==> src/rtl/mode4_reduce_sequencer_pkg.sv <==
// Shared types and constants for the mode4 adder-tree reduction sequencer.
package mode4_reduce_sequencer_pkg;

    localparam int DATAWIDTH_DEFAULT = 16;
    localparam int LEN_WIDTH_DEFAULT = 8;

    // One fewer than the tree depth: stage1 and stage0 still have to fire after the last beat.
    localparam int DRAIN_CYCLES = 2;

    typedef enum logic [2:0] {
        ST_IDLE,
        ST_CLEAR,
        ST_STREAM,
        ST_DRAIN,
        ST_DONE
    } state_e;

endpackage

==> src/rtl/mode4_run_pipe.sv <==
// Delays the stage2 run enable by one and two cycles to drive stage1 and stage0.
module mode4_run_pipe (
    input  logic clk,
    input  logic reset,
    input  logic stage2_run_i,
    output logic stage1_run_o,
    output logic stage0_run_o
);

    logic [1:0] pipe_q;

    // NOTE: non-blocking assignments let both shift bits sample the old value on the same edge.
    always_ff @(posedge clk) begin
        if (!reset) begin
            pipe_q <= '0;
        end else begin
            pipe_q <= {pipe_q[0], stage2_run_i};
        end
    end

    assign stage1_run_o = pipe_q[0];
    assign stage0_run_o = pipe_q[1];

endmodule

==> src/rtl/mode4_reduce_sequencer.sv <==
// Streams 4-word beats into the mode4 adder tree, sequences its run enables,
// and returns the accumulated sum with a valid/ready handshake.
module mode4_reduce_sequencer
    import mode4_reduce_sequencer_pkg::*;
#(
    parameter int DATAWIDTH = DATAWIDTH_DEFAULT,
    parameter int LEN_WIDTH = LEN_WIDTH_DEFAULT
) (
    input  logic                 clk,
    input  logic                 reset,
    input  logic                 start,
    input  logic [LEN_WIDTH-1:0] num_beats,
    output logic                 busy,
    input  logic                 in_valid,
    output logic                 in_ready,
    input  logic [DATAWIDTH-1:0] in_data0,
    input  logic [DATAWIDTH-1:0] in_data1,
    input  logic [DATAWIDTH-1:0] in_data2,
    input  logic [DATAWIDTH-1:0] in_data3,
    output logic [DATAWIDTH-1:0] tree_inp0,
    output logic [DATAWIDTH-1:0] tree_inp1,
    output logic [DATAWIDTH-1:0] tree_inp2,
    output logic [DATAWIDTH-1:0] tree_inp3,
    output logic                 tree_stage2_run,
    output logic                 tree_stage1_run,
    output logic                 tree_stage0_run,
    output logic                 tree_rst,
    input  logic [DATAWIDTH-1:0] tree_outp,
    output logic                 result_valid,
    input  logic                 result_ready,
    output logic [DATAWIDTH-1:0] result_data
);

    localparam int DRAIN_W = (DRAIN_CYCLES > 1) ? $clog2(DRAIN_CYCLES) : 1;

    state_e               state_q;
    logic [LEN_WIDTH-1:0] len_q;
    logic [LEN_WIDTH-1:0] cnt_q;
    logic [DRAIN_W-1:0]   drain_q;

    logic [LEN_WIDTH:0]   cnt_d;
    logic                 last_beat;
    logic                 accept;
    logic                 stage1_run_raw;
    logic                 stage0_run_raw;

    // One extra bit so a full 2^LEN_WIDTH-1 beat run compares before the count can wrap.
    assign cnt_d     = {1'b0, cnt_q} + (LEN_WIDTH+1)'(1);
    assign last_beat = (cnt_d == {1'b0, len_q});
    assign accept    = in_valid && in_ready;

    always_ff @(posedge clk) begin
        if (!reset) begin
            state_q <= ST_IDLE;
            len_q   <= '0;
            cnt_q   <= '0;
            drain_q <= '0;
        end else begin
            unique case (state_q)
                ST_IDLE: begin
                    if (start) begin
                        len_q   <= num_beats;
                        state_q <= ST_CLEAR;
                    end
                end
                ST_CLEAR: begin
                    cnt_q   <= '0;
                    drain_q <= '0;
                    state_q <= (len_q != '0) ? ST_STREAM : ST_DONE;
                end
                ST_STREAM: begin
                    if (accept) begin
                        cnt_q <= cnt_d[LEN_WIDTH-1:0];
                        if (last_beat) begin
                            state_q <= ST_DRAIN;
                        end
                    end
                end
                ST_DRAIN: begin
                    if (drain_q == DRAIN_W'(DRAIN_CYCLES - 1)) begin
                        state_q <= ST_DONE;
                    end else begin
                        drain_q <= drain_q + DRAIN_W'(1);
                    end
                end
                ST_DONE: begin
                    if (result_ready) begin
                        cnt_q   <= '0;
                        state_q <= ST_IDLE;
                    end
                end
                default: state_q <= ST_IDLE;
            endcase
        end
    end

    // NOTE: reset is synchronous, so state still holds its old value during the reset cycle;
    // outputs are qualified with reset to read as idle immediately.
    assign busy            = reset && (state_q != ST_IDLE);
    assign in_ready        = reset && (state_q == ST_STREAM);
    assign result_valid    = reset && (state_q == ST_DONE);
    assign result_data     = result_valid ? tree_outp : '0;
    assign tree_rst        = !reset || (state_q == ST_CLEAR);
    assign tree_stage2_run = accept;
    assign tree_stage1_run = reset && stage1_run_raw;
    assign tree_stage0_run = reset && stage0_run_raw;

    assign tree_inp0 = in_data0;
    assign tree_inp1 = in_data1;
    assign tree_inp2 = in_data2;
    assign tree_inp3 = in_data3;

    mode4_run_pipe u_run_pipe (
        .clk          (clk),
        .reset        (reset),
        .stage2_run_i (tree_stage2_run),
        .stage1_run_o (stage1_run_raw),
        .stage0_run_o (stage0_run_raw)
    );

endmodule
==> config.mk <==
export PLATFORM = sky130hd
export DESIGN_NAME = mode4_reduce_sequencer
export DESIGN_NICKNAME = d
export VERILOG_FILES = /design/src/rtl/mode4_reduce_sequencer_pkg.sv /design/src/rtl/mode4_run_pipe.sv /design/src/rtl/mode4_reduce_sequencer.sv
export SDC_FILE = /design/constraint.sdc
export NUM_CORES = 1
export LEC_CHECK = 0
export CORE_MARGIN = 4
export CORE_UTILIZATION = 28
export DETAILED_ROUTE_END_ITERATION = 8
export PLACE_DENSITY = 0.81
export REMOVE_ABC_BUFFERS = 1
export SYNTH_ARGS = -nofsm -noshare
export SYNTH_HDL_FRONTEND = slang
export SYNTH_HIERARCHICAL = 1
export SYNTH_SLANG_ARGS = --single-unit
==> constraint.sdc <==
create_clock -name clk -period 1.5 [get_ports clk]
set_clock_uncertainty 0.1 [all_clocks]
set_input_delay 0.3 -clock clk [delete_from_list [all_inputs] [get_ports clk]]
set_output_delay 0.3 -clock clk [all_outputs]
set_load 0.05 [all_outputs]
==> results of run 1 <==
per-stage QoR:
step	setup slack, ns	std cells
detailed placement	-0.4583	363
CTS	-0.2783	374
global placement	-0.4299	363
global route	-0.3535	382
finish	-0.3110	382
floorplan	-0.7689	173
logic make-up after synthesis:
kind of cell             count (synthesis)  synth area share
buffers and inverters                   78            0.2836
flip-flops                              22            0.2243
AO/OA/AOI/OAI                           42            0.1428
multiplexers                             6           0.03123
AND/OR/NAND/NOR                         87            0.2626
XOR/XNOR                                11           0.04908
adder cells (fa/ha/maj)                  1          0.006372
synth_stat cells (all sizes together):
master  count
o22ai       1
and3        3
a31oi       3
nor3        7
mux2i       5
ha          1
o211ai      1
a41o        1
a311oi      1
nand3       7
nor4        3
a21oi      20
nand2      23
o31ai       4
xnor2       8
nor3b       2
buf        70
clkbuf      4
xor2        3
nand4b      2
o21a        2
dfxtp      22
nor2       12
and2       24
o41ai       1
inv         4
nor2b       3
mux2        1
o21ai       8
nand2b      1
worst paths after layout:
path                   startpoint                    to  cells after the start
max reg2reg            state_q[1]              cnt_q[1]                      8
min reg2reg  u_run_pipe/pipe_q[0]  u_run_pipe/pipe_q[1]                      1
min                         reset            state_q[2]                      3
max                    state_q[2]        result_data[9]                      5
registers in the layout, summed over array words and instances (netlist names):
signal / flops
len_q: 8
cnt_q: 8
u_run_pipe/pipe_q: 2
drain_q: 1
state_q: 3
cell usage in the layout, fill, tap and decap left out, drive strengths merged, types with 5 or more instances in the layout:
| cell | netlist | layout |
|---|---|---|
| buf | 70 | 81 |
| clkdlybuf4s50 | 0 | 26 |
| and2 | 24 | 24 |
| nand2 | 23 | 23 |
| dfxtp | 22 | 22 |
| a21oi | 20 | 20 |
| nor2 | 12 | 12 |
| xnor2 | 8 | 8 |
| o21ai | 8 | 8 |
| nand3 | 7 | 7 |
| nor3 | 7 | 7 |
| mux2i | 5 | 5 |
| clkbuf | 4 | 5 |
worst register-to-register path: stages (launching register included):
cell      delay (ns)
dfxtp_4         0.38
buf_6           0.13
buf_6           0.10
nand4b_1        0.15
a21oi_4         0.10
buf_6           0.12
a31oi_4         0.21
mux2i_1         0.26
nor2_1          0.07
area by class of cell:
cell class	count	area [sq um]	area share
repair buffers	109	1230	0.3948
well taps	96	120.1	0.03855
flip-flops and latches	22	452.9	0.1454
multi-input cells	147	1237	0.3972
inverters	4	20.02	0.006426
clock buffers	4	55.05	0.01767
power by group through the flow:
stage / sequential, mW / combinational [mW] / clock [mW]
after CTS: 0.801 / 1.88 / 0.448
after floorplan: 0.816 / 0.778 / 0
final: 0.820 / 2.37 / 0.444
after global placement: 0.771 / 1.55 / 0
after detailed placement: 0.779 / 1.59 / 0
after global routing: 0.833 / 2.49 / 0.476
metal layers:
| layer | share of wire | wire, um | vias to the layer above |
|---|---|---|---|
| met3 | 0.21 | 2181 | 24 |
| met4 | 0.026 | 268 | 0 |
| met5 | 0 | 0 | - |
| met2 | 0.42 | 4334 | 143 |
| met1 | 0.34 | 3514 | 930 |
| li1 | - | - | 844 |
what timing repair did:
| action | 4_1_cts | 5_1_grt |
|---|---|---|
| buffers inserted | 5 | 11 |
| resized for setup | 55 | 49 |
| endpoints found under the hold margin | 0 | 0 |
| gates cloned | 2 | 0 |
| pin swaps | 15 | 33 |
| endpoints found under the setup margin | 41 | 41 |
==> flow_summary.yaml, run 1 <==
critical_path:
  cp_num_buf_inv: 3
  slowest_delay_ns: 0.37
  arrival_ns: 1.41
  critPathKind: "flop to output pin"
  cp-start-kind: "flop"
  required_ns: 1.10
  cp_slowest_cell: "dfxtp_4"
  regToRegSetupSlack_ns: -0.22
  critPathTopFamily: "buffers and inverters"
  endpoint_kind: "output pin"
  critPathMaxFanout: 4
  cp_cell_sequence: "buf_6 -> and3_4 -> buf_4 -> and2_4 -> buf_12"
pwr:
  ir_worst_vdd_v: 0.0007950
  p_leak_nw: 1.263
  pwr-share-seq: 0.226
  powerDensity_nw_per_um2: 1166
  pwr-share-comb: 0.652
  switching_share: 0.4060
  p_int_mw: 2.157
  p_clk_frac: 0.122
  power_mw: 3.632
  p_sw_mw: 1.475
grt:
  met3_usage: 0.2354
  antenna_found_initial: 0
  use_met1: 0.2294
  grt_max_degree: 13
  met2_usage: 0.2940
  grt_pass1_wl_mm: 13.09
  track_usage: 0.2190
  first_global_vias: 1825
  gr-total-overflow: 0
  busiest_layer: "met2"
clocking:
  cts.sinks: 22
  numCtsBuffers: 3
  cts_root_buffer: "clkbuf_8"
  clockBufferDepth: 2
  cts_tree: "built"
  insertion_delay_ns: 0.27
  cts.clk_slew.worst_paths_ns: 0.08
  postCtsHoldBufs: 0
  cts_max_level: 1
route:
  ant_nets: 0
  post_drt_wl_per_cell_um: 26.96
  vias: 1941
  routed_via_density: 5.081
  drt-total-wl_mm: 10.30
  drtPass1Iterations: 4
  first_iter_violations: 140
  drc: 0
yosys:
  avgSynthCellArea_sq_um: 7.948
  yosysUniqueCellTypes: 44
  synth_top_area_cell: "buf_4"
  seq_area_frac_synth: 0.2243
  synthCells: 247
  synth_seq_cells: 22
  synth_area_leaders: "buf_4 (24%), dfxtp_1 (22%), and2_1 (7.3%)"
  synth_area_sq_um: 1963
  synth_top_area_frac: 0.2447
  synth_warnings: 6
timing:
  finalSetupTns_ns: -7.300
  hold_violations: 0
  worstMarginPinSlew_ns: 0.4052
  finalSetupViolCount: 39
  worst_slack_ns: -0.3110
  timing.max_slew.rel_slack: 0.7299
  grt_setup_unrepaired: "true"
  period_share: 1.207
  slew_viol_final: 0
  whs_ns: 0.3575
  fmax_mhz: 552.2
  finalWorstPathRequiredPeriod_ns: 1.811
die:
  rows: 30
  core-area_sq_um: 6794
  fp.dieArea_sq_um: 8414
  start_util: 0.2890
  ios: 180
  die_w_um: 91.73
  chipHeight_um: 91.73
hold_path:
  hold_path_class: "primary input to flop"
layout:
  drive_gt1_frac: 0.5629
  area_growth_syn_to_layout_pct: 58.70
  final_core_util: 0.4586
  n_fill_cell: 578
  stdcell_area_sq_um: 3115
  fin_nets: 381
  diodes: 0
place:
  routabilityCongestion: 0.7745
  port_buffers: 51
  place_hpwl_mm: 7.799
  place_area_sq_um: 2608
status:
  status: "finished, violations left"
  violations: "setup timing"
run:
  maxCapViolations: 0
(Power assumes the default switching activity.)
==> run 2: changes to the inputs <==
CORE_ASPECT_RATIO = 1.75   (was unset)
CORE_UTILIZATION = 34   (was 28)
PLACE_DENSITY = 0.88   (was 0.81)
clock period = 2.3 ns   (was 1.5 ns; I/O delays follow)
==> flow_summary.yaml, run 2 (synthesis gave the netlist of run 1 again) <==
clocking:
  cts_tree: "built"
  insertion_delay_ns: 0.27
  cts_root_buffer: "clkbuf_8"
  numCtsBuffers: 3
  post_cts_buffers: 0
  cts-resized-gates: 0
  cts.clk_slew.worst_paths_ns: 0.08
  clockBufferDepth: 2
  postCtsHoldBufs: 0
  cts_max_level: 1
  cts.sinks: 22
timing:
  timing.max_slew.rel_slack: 0.6693
  fmax_mhz: 443.7
  grt_setup_unrepaired: "false"
  worstMarginPinSlew_ns: 0.4915
  finalWorstPathRequiredPeriod_ns: 2.254
  finalSetupViolCount: 0
  slew_viol_final: 0
  hold_violations: 0
  period_share: 0.9798
critical_path:
  cp_slowest_cell: "clkdlybuf4s50_1"
  cp-start-kind: "primary input"
  slowest_delay_ns: 0.54
  cp_cell_sequence: "clkdlybuf4s50_1 -> and3_4 -> buf_12 -> and2_1 -> buf_12"
  regToRegSetupSlack_ns: 0.43
  r2r_end: "cnt_q[6]"
  critPathTopFamily: "buffers and inverters"
  critPathMaxFanout: 17
  required_ns: 1.74
  reg2reg_from: "state_q[0]"
  path_common_cell: "buf_12"
  critPathKind: "primary input to output pin"
  cp_num_buf_inv: 3
  arrival_ns: 1.69
  rr_worst_depth: 6
  endpoint_kind: "output pin"
die:
  fp.dieArea_sq_um: 7102
  die_w_um: 65.44
  chipHeight_um: 108.5
  start_util: 0.3515
  rows: 36
  ios: 180
  core-area_sq_um: 5585
layout:
  n_fill_cell: 540
  area_growth_syn_to_layout_pct: 22.63
  fin_nets: 331
  diodes: 0
  final_common_cell: "clkdlybuf4s50_1"
  top_regs: "cnt_q x8, len_q x8, state_q x3"
  final_cell_mix: "clkdlybuf4s50_1 (28), buf_12 (25), and2_1 (23), nand2_1 (22), dfxtp_1 (22)"
  final_cells: 312
  drive_gt1_frac: 0.2246
hold_path:
  hold_path_class: "flop to flop"
  hold-path-cell-count: 1
  hp-start: "u_run_pipe/pipe_q[0]"
  min_to: "u_run_pipe/pipe_q[1]"
route:
  vias: 1635
  drt-total-wl_mm: 9.189
  routed_via_density: 5.240
  ant_nets: 0
  drtPass1Iterations: 4
  drc: 0
  post_drt_wl_per_cell_um: 29.45
  first_iter_violations: 37
grt:
  antenna_found_initial: 0
  met3_usage: 0.2516
  met2_usage: 0.5054
  use_met1: 0.1249
  first_global_vias: 1582
  grt_max_degree: 18
  track_usage: 0.2534
  gr-total-overflow: 0
  busiest_layer: "met2"
  grt_pass1_wl_mm: 12.03
run:
  maxCapViolations: 0
place:
  place_hpwl_mm: 8.331
  port_buffers: 51
  post-place-cells: 308
  routabilityCongestion: 0.8675
pwr:
  power_mw: 1.676
  ir_worst_vdd_v: 0.0004148
  powerDensity_nw_per_um2: 696.1
  p_leak_nw: 0.9284
status:
  status: "finished, final reports clean"
run 2: stage by stage:
step	utilization	setup TNS (ns)	hold slack [ns]	cell area [sq um]	setup slack, ns
after global routing	0.4310	0	0.3973	2407	0.004144
after detailed placement	0.4198	0	0.3406	2345	0.03449
after CTS	0.4297	0	0.3628	2400	0.0005703
after global placement	0.4198	0	0.3389	2345	0.05448
final	0.4310	0	0.3580	2407	0.04637
after floorplan	-	-2.184	0.3270	1424	-0.1289
run 2: area by class of cell:
type	count	area, sq um	share of cell area
Clock buffer	4	55.05	0.02287
Sequential cell	22	440.4	0.1830
Tap cell	76	95.09	0.03950
Inverter	4	17.52	0.007277
Timing Repair Buffer	59	825.8	0.3430
Multi-Input combinational cell	147	973.4	0.4044
run 2: worst register-to-register path, cell delays in order (launching register included):
cell and delay [ns]:
dfxtp_1 0.50, buf_4 0.21, nand4b_1 0.11, a21oi_1 0.12, a311oi_2 0.47, o21ai_0 0.20
o41ai_2 0.07
run 2: how the worst max path moves through the flow:
stage	startpoint	end	slack (ns)	depth (start not counted)
floorplan	state_q[1]	result_data[0]	-0.13	3
global placement	reset	result_data[1]	0.05	5
detailed placement	reset	result_data[11]	0.03	5
CTS	state_q[0]	result_data[11]	0.0006	5
global route	reset	busy	0.004	5
finish	reset	result_data[4]	0.05	5
run 2: per-layer routing:
layer	share of wire	up-vias
met2	0.57	142
met1	0.17	729
met3	0.23	23
met5	0	-
li1	-	741
met4	0.027	0
run 2: where the power goes:
group	internal [mW]	leakage (nW)	switching [mW]
logic	0.403	0.721	0.480
clock network	0.153	0.0288	0.131
registers	0.437	0.179	0.0715
total	0.993	0.928	0.682
